$ cat config.mk
export PLATFORM = sky130hd
export DESIGN_NAME = store_buffer
export DESIGN_NICKNAME = d
export VERILOG_FILES = /design/src/rtl/store_buffer.sv
export SDC_FILE = /design/constraint.sdc
export NUM_CORES = 1
export LEC_CHECK = 0
export BUFFER_PORTS_ARGS = -buffer_cell sky130_fd_sc_hd__buf_4
export CORE_AREA = 5 5 167 210
export CTS_CLUSTER_SIZE = 12
export DETAILED_ROUTE_END_ITERATION = 10
export DIE_AREA = 0 0 172 215
export GPL_ROUTABILITY_DRIVEN = 1
export PLACE_DENSITY_LB_ADDON = 0.15
export SYNTH_ARGS = -nofsm -noshare
export SYNTH_HDL_FRONTEND = slang
export SYNTH_SLANG_ARGS = --single-unit
export TNS_END_PERCENT = 50
$ cat constraint.sdc
create_clock -name clk -period 6.2 [get_ports clk]
set_input_delay 0.62 -clock clk [delete_from_list [all_inputs] [get_ports clk]]
set_output_delay 0.62 -clock clk [all_outputs]
set_load 0.02 [all_outputs]
$ cat src/rtl/store_buffer.sv
// Posted-write store buffer: stores are queued and drained to the shared data_memory port
// in program order, and loads forward the youngest matching buffered store.
module store_buffer #(
    parameter int DEPTH = 4,
    parameter int AW    = 32,
    parameter int DW    = 32
) (
    input  logic                       clk,
    input  logic                       rst,
    input  logic                       st_valid,
    input  logic [AW-1:0]              st_addr,
    input  logic [DW-1:0]              st_data,
    output logic                       st_ready,
    input  logic                       ld_valid,
    input  logic [AW-1:0]              ld_addr,
    output logic                       ld_ready,
    output logic [DW-1:0]              ld_data,
    output logic                       ld_hit,
    output logic                       mem_we,
    output logic [AW-1:0]              mem_addr,
    output logic [DW-1:0]              mem_wd,
    input  logic [DW-1:0]              mem_rd,
    output logic                       sb_empty,
    output logic [$clog2(DEPTH):0]     sb_count
);

    localparam int PW = $clog2(DEPTH);
    localparam int CW = PW + 1;
    localparam logic [CW-1:0] FULL_CNT = CW'(DEPTH);

    logic [AW-1:0]    addr_q [DEPTH];
    logic [DW-1:0]    data_q [DEPTH];
    logic [DEPTH-1:0] valid_q;
    logic [PW-1:0]    wr_ptr;
    logic [PW-1:0]    rd_ptr;
    logic [CW-1:0]    count;
    logic             full;
    logic             push;
    logic             pop;
    logic             load_sel;
    logic [PW-1:0]    fwd_idx;

    // A full buffer always drains so a stream of loads can never deadlock it.
    always_comb begin
        full     = (count == FULL_CNT);
        st_ready = !rst && !full;
        ld_ready = !rst && !full;
        push     = st_valid && st_ready;
        pop      = !rst && (count != '0) && (full || !ld_valid);
        load_sel = ld_valid && ld_ready;
        mem_we   = pop;
        mem_addr = '0;
        mem_wd   = '0;
        if (load_sel) begin
            mem_addr = ld_addr;
        end else if (pop) begin
            mem_addr = addr_q[rd_ptr];
            mem_wd   = data_q[rd_ptr];
        end
    end

    // Walk oldest to youngest so the last match found is the youngest store.
    always_comb begin
        ld_hit  = 1'b0;
        ld_data = mem_rd;
        fwd_idx = rd_ptr;
        for (int i = 0; i < DEPTH; i++) begin
            fwd_idx = rd_ptr + PW'(i);
            if (valid_q[fwd_idx] && (addr_q[fwd_idx] == ld_addr)) begin
                ld_hit  = 1'b1;
                ld_data = data_q[fwd_idx];
            end
        end
    end

    always_ff @(posedge clk) begin
        if (push) begin
            addr_q[wr_ptr] <= st_addr;
            data_q[wr_ptr] <= st_data;
        end
    end

    always_ff @(posedge clk) begin
        if (rst) begin
            wr_ptr  <= '0;
            rd_ptr  <= '0;
            count   <= '0;
            valid_q <= '0;
        end else begin
            if (push) begin
                wr_ptr          <= wr_ptr + PW'(1);
                valid_q[wr_ptr] <= 1'b1;
            end
            if (pop) begin
                rd_ptr          <= rd_ptr + PW'(1);
                valid_q[rd_ptr] <= 1'b0;
            end
            case ({push, pop})
                2'b10:   count <= count + CW'(1);
                2'b01:   count <= count - CW'(1);
                default: count <= count;
            endcase
        end
    end

    assign sb_empty = (count == '0);
    assign sb_count = count;

endmodule

==> flow_summary.toml, run 1 <==
[power_and_ir_drop]
powerDensity_mw_per_mm2 = 252
peakVddDrop_v = 0.000230
finalPower_mw = 5.59
p_leak_nw = 7.28

[hold_path]
holdPathEnd = "addr_q[0][11]"
min_path_type = "primary input to flop"
min_path_cells = 1
worstHoldStart = "st_addr[11]"

[synthesis]
synth_edf_count = 256
yosys.area.top_type = "edfxtp_1"
ys_dominant_reg_cell = "edfxtp_1"
syn_inst = 1423
syn-num-nets = 1565
yosysTopAreaCellShare_pct = 39.6
yosys-top-cells-area = "edfxtp_1, mux4_2, mux2i_1"
ys_warn_count = 0
synth.distinct_cells = 71
synthArstFlopShare_pct = 0
ys_ff_latch = 269
syn_area_mm2 = 0.0194
syn_avg_cell_area_um2 = 13.7
synth-seq-area-share_pct = 40.9

[setup_path]
worstPathRequired_ns = 5.58
cp_cell_sequence = "inv_1, ha_4, buf_4, buf_4, o21ai_0, nor4_1, o22ai_1, nor2_1, nand4b_1, or3_2, buf_4, o211ai_2, buf_4"
crit_slowest_cell = "or3_2"
start_kind = "flop"
worst-path-max-fanout = 31
critPathArrivalTime_ns = 5.02
reg2reg_depth = 10
critical_path.max_stage_delay_ns = 0.77
cpLargestDelayFamily = "buffers and inverters"
path_class = "flop to output pin"
r2r_setup_slack_ns = 2.99
crit_top_cell = "buf_4"
critPathLaunch = "rd_ptr[1]"
crit_buf_inv = 5
worstReg2RegStart = "sb_count[0]"
r2r_end = "sb_count[2]"
cp-end-kind = "output pin"

[timing]
maxSlewViolCount = 0
holdWs_ns = 0.256
rsz0062_at_grt = "no"
min_period_ns = 5.64
final.setup.tns_ns = 0
worst_pin_slew_ns = 1.10
fin_crit_sh_pct = 91.0
hold_viol = 0
slew_headroom_pct = 26.5
fmax_mhz = 177
setup_viol = 0
finalClockSkew_ns = 0.0167

[job]
maxCapViolCount = 0

[global_route]
grt_start_max_net_pins = 127
grt_pass1_vias = 14300
grt_pass1_wl_um = 88800
grtUsageTotal_pct = 31.4
grt_antenna_before_repair = 2
grt_overflow = 0

[clock_network]
clk_pin_slew_worst_paths_ns = 0.06
cts_buffers = 28
hold_buffers = 0
clk_latency_ns = 0.56
cts_max_level = 1
cts_setup_buffers = 0
cts_tree = "done"
clock-root-buffer = "clkbuf_16"
clockBufferDepth = 3
cts_resized = 0
cts_sinks = 269

[floorplan]
die-width_um = 172
core_mm2 = 0.0330
fp-row-count = 75
io_pins = 236
initial_core_util_pct = 58.8
die-area_mm2 = 0.0370
fp.dieH_um = 215

[outcome]
outcome = "finished clean"

[detailed_routing]
wire_per_inst_um = 28.9
drt_iter0_markers = 1458
num_vias = 14200
drt-total-wl_um = 58600
remaining_drc_errors = 0
drtPass1Iterations = 5
drtAntennaViolNets = 0
viasPerCell = 7.02

[final_layout]
final_area_mm2 = 0.0222
area_delta_synth_final_pct = 14.1
drive_gt1_share_pct = 34.9
fin_nets = 1725
postLayoutCoreUtil_pct = 67.1

[placed_design]
io_buffer_count = 235
globalplace.congestion = 1.01
place_hpwl_um = 41000
place_area_mm2 = 0.0213
-- kinds of logic (layout without fill, tap and decap cells) --
logic type,after synthesis,count (layout),share of synthesized area [%]
simple gates,243,243,7.43
buf+inv,204,382,5.19
compound gates,249,249,10.4
flops,269,269,40.9
fa+ha+maj,10,10,0.683
xor+xnor,99,99,4.46
mux,349,349,30.9
other cells,0,2,0
-- worst max path at each step --
stage | depth (start not counted) | end | slack (ns)
6_report | 13 | ld_data[28] | 0.56
5_1_grt | 13 | ld_data[28] | 0.31
4_1_cts | 13 | ld_data[28] | 0.61
3_5_place_dp | 13 | ld_data[28] | 1.23
3_3_place_gp | 13 | ld_data[28] | 1.30
2_1_floorplan | 16 | ld_data[10] | 1.41
-- area by class of cell --
type / count / area [µm²]
multi-input cells: 950 / 10500
repair buffers: 271 / 2050
fillers: 2443 / 10900
inverters: 63 / 236
well taps: 423 / 529
diodes: 2 / 5.00
flip-flops and latches: 269 / 7960
clock buffers: 41 / 771
clock inverters: 7 / 86.3
-- per-stage QoR --
| step | cells | setup WS, ns |
|---|---|---|
| after floorplan | 1423 | 1.41 |
| after global placement | 1976 | 1.30 |
| after detailed placement | 1976 | 1.23 |
| after CTS | 2024 | 0.605 |
| after global routing | 2025 | 0.309 |
| final | 2026 | 0.560 |
-- sequential cells by signal, summed over array words and instances (netlist names), named ones only --
| name | flops |
|---|---|
| rd_ptr | 2 |
| valid_q | 4 |
| data_q | 128 |
| wr_ptr | 2 |
| sb_count | 3 |
| addr_q | 128 |
-- report_power, final --
group / leakage, nW / switching [mW] / internal (mW)
clock network: 0.415 / 0.668 / 0.937
registers: 2.43 / 0.0762 / 2.06
logic: 4.43 / 0.961 / 0.888
-- per-layer routing --
metal  vias to the layer above  track usage (%)  part of all wire [%]
met5                         -                0                 0.012
met4                         2             12.7                   4.3
met3                       122             3.84                   7.7
met2                       735             52.5                    51
met1                      7302             41.7                    37
li1                       6068                -                     -
-- placed cells by master, fill, tap and decap left out, types with 31 or more instances in the layout --
| master | count |
|---|---|
| edfxtp_1 | 256 |
| nand2_1 | 43 |
| buf_4 | 270 |
| mux2i_1 | 137 |
| nor2_1 | 31 |
| mux4_2 | 190 |
| inv_1 | 61 |
| o211ai_1 | 39 |
| and2_1 | 38 |
| xnor2_1 | 69 |
| a21boi_0 | 32 |
| nor3b_1 | 65 |
-- cells in the mapped netlist, types with 6 or more instances --
| master | instances |
|---|---|
| mux4_1 | 7 |
| a32o_1 | 10 |
| nor4_1 | 9 |
| o21ai_0 | 15 |
| xnor2_1 | 69 |
| mux2_2 | 14 |
| nand4_1 | 10 |
| edfxtp_1 | 256 |
| buf_4 | 8 |
| inv_1 | 61 |
| buf_6 | 6 |
| a211oi_1 | 7 |
| buf_1 | 23 |
| nand3_1 | 10 |
| o2bb2ai_1 | 6 |
| a2111oi_0 | 8 |
| o22ai_1 | 15 |
| o21a_1 | 6 |
| o211ai_2 | 30 |
| a22o_1 | 23 |
| buf_2 | 17 |
| nand2_1 | 43 |
| a21oi_1 | 18 |
| clkbuf_1 | 78 |
| and2_1 | 38 |
| xor2_1 | 30 |
| dfxtp_1 | 13 |
| ha_1 | 9 |
| mux4_2 | 190 |
| nor2_1 | 31 |
| o211ai_1 | 39 |
| a21boi_0 | 32 |
| mux2i_1 | 137 |
| nor3b_1 | 65 |
| a221oi_1 | 6 |
| buf_12 | 9 |
No activity file was read; power rests on OpenSTA's default activity.
==> run 2: changes to the inputs <==
Settings changed: CAP_MARGIN set to 20, CORE_AREA 5 5 167 210 to 5 5 217 272, DIE_AREA 0 0 172 215 to 0 0 222 277.
Clock period 6.2 ns to 5.9 ns, I/O delays scaled along.
==> run 2 against run 1 <==
Sequential cell count unchanged. Core utilization down 27 points. Final cell count up 16%. Sequential share of layout area down 0.87 points. Via count down 2.7%. Wire length up 15%. First-iteration DRC count down 34%. Critical path depth up 1. Worst hold slack worse by 0.031 ns. Clock skew down 0.0021 ns. Final area up 2.5%. Combinational power up 7%.
==> flow_summary.toml, run 2 (synthesis results as in run 1) <==
[outcome]
outcome = "finished clean"

[setup_path]
crit_slowest_cell = "mux4_2"
worstPathRequired_ns = 5.31
worst-path-max-fanout = 34
critPathLaunch = "rd_ptr[0]"
start_kind = "flop"
cp_cell_sequence = "buf_6, buf_4, mux4_2, xnor2_1, nand4_1, a2111oi_0, buf_4, nand3b_1, buf_4, nor2_1, or3_2, buf_12, o211ai_1, buf_4"
r2r_end = "sb_count[2]"
cp-endpoint = "ld_data[31]"
cp-end-kind = "output pin"
path_class = "flop to output pin"
reg2reg_depth = 10
critical_path.max_stage_delay_ns = 0.54
critPathArrivalTime_ns = 5.11
worstReg2RegStart = "sb_count[0]"
r2r_setup_slack_ns = 2.28
crit_top_cell = "buf_4"

[final_layout]
area_delta_synth_final_pct = 17.0
reg.largest.list = "addr_q x128, data_q x128, valid_q x4"
final_common_cell = "buf_4"
final_cell_mix = "buf_4, edfxtp_1, mux4_2"
fin_nets = 1729
final_area_mm2 = 0.0227
drive_gt1_share_pct = 35.4
n_fill_cell = 5399

[clock_network]
cts_buffers = 29
clockBufferDepth = 3
cts_tree = "done"
clk_pin_slew_worst_paths_ns = 0.07
cts_max_level = 1
clock-root-buffer = "clkbuf_16"
clk_latency_ns = 0.56
cts_sinks = 269
hold_buffers = 0

[timing]
maxSlewViolCount = 0
hold_viol = 0
finalClockSkew_ns = 0.0146
fmax_mhz = 175
setup_viol = 0
final.setup.tns_ns = 0
fin_crit_sh_pct = 96.6
worst_slack_ns = 0.201
rsz0062_at_grt = "no"
slew_headroom_pct = 30.8
worst_pin_slew_ns = 1.04
min_period_ns = 5.70

[floorplan]
die-area_mm2 = 0.0615
initial_core_util_pct = 34.4
fp-row-count = 98
die-width_um = 222
io_pins = 236
core_mm2 = 0.0564
fp.dieH_um = 277

[global_route]
grt_pass1_wl_um = 99000
grt_pass1_vias = 14200
grtUsageTotal_pct = 21.2
grt_overflow = 0
grt_antenna_before_repair = 3
grt_start_max_net_pins = 101

[placed_design]
io_buffer_count = 235
place_area_mm2 = 0.0218
globalplace.congestion = 0.943
place_hpwl_um = 48300
dp_slack_ns = 0.669

[hold_path]
min_path_type = "primary input to flop"

[detailed_routing]
num_vias = 13800
drt_iter0_markers = 963
drtPass1Iterations = 5
wire_per_inst_um = 28.7
drtAntennaViolNets = 0
viasPerCell = 5.88
remaining_drc_errors = 0
drt-total-wl_um = 67700

[job]
maxCapViolCount = 0

[power_and_ir_drop]
powerDensity_mw_per_mm2 = 266
peakVddDrop_v = 0.000190
p_sw_mw = 1.86
clock_power_share_pct = 30.0
comb_power_share_pct = 32.8
power.internal_mw = 4.19
p_leak_nw = 7.35
p_seq_share_pct = 37.2
p_sw_share_pct = 30.7
run 2: per-layer routing:
metal  GRT usage, %  part of all wire [%]  routed length, µm  vias to the layer above
li1               -                     -                  -                     6081
met1           26.6                    40              27200                     7217
met2           38.1                    52              35000                      444
met3           2.62                   4.5               3040                       96
met4           6.69                   3.4               2320                        4
met5              0                 0.037                 25                        -
run 2: area by class of cell:
| cell class | count | area [µm²] | area share [%] |
|---|---|---|---|
| antenna | 1 | 2.50 | 0.0110 |
| inverter | 63 | 236 | 1.04 |
| tap | 750 | 938 | 4.13 |
| timing repair buffer | 274 | 2120 | 9.32 |
| multi-input combinational | 950 | 10500 | 46.4 |
| clock buffer | 38 | 769 | 3.39 |
| sequential | 269 | 7960 | 35.0 |
| clock inverter | 10 | 154 | 0.677 |
run 2: critical path, delay by kind of cell, from the launching register on:
kind	cells	cell delay (ns)
and+or+nand+nor	4	0.61
xor gates and xnor gates	1	0.53
buffers and inverters	6	1.71
AOI/OAI and AO/OA	2	0.55
DFF	1	0.52
muxes	1	0.54
run 2: worst min path at each step:
stage	from	endpoint	slack, ns	depth (start not counted)
6_report	st_data[19]	data_q[2][19]	0.23	1
5_1_grt	st_data[19]	data_q[2][19]	0.20	1
3_5_place_dp	sb_count[2]	sb_count[2]	0.55	2
4_1_cts	st_data[19]	data_q[2][19]	0.19	1
2_1_floorplan	valid_q[1]	valid_q[1]	0.48	1
3_3_place_gp	wr_ptr[1]	wr_ptr[1]	0.52	2
run 2: repair_timing:
action,CTS,global route
setup buffers,0,0
resized for setup,0,1
endpoints found under the setup margin,0,32
hold endpoints to repair,0,0
run 2: per-stage QoR:
step	util [%]	hold WS, ns	total power, mW	std cells
after floorplan	-	0.479	3.71	1423
after global placement	38.6	0.521	4.28	2305
after detailed placement	38.6	0.550	4.27	2305
after CTS	40.2	0.193	6.11	2353
after global routing	40.3	0.200	6.32	2355
final	40.3	0.226	6.04	2355
run 2: power groups by stage:
stage               Clock, mW  Combinational (mW)  Sequential, mW
finish                   1.81                1.98            2.25
floorplan                   0                1.48            2.24
global route             1.95                2.12            2.25
detailed placement          0                1.99            2.29
global placement            0                2.00            2.28
CTS                      1.87                1.99            2.25
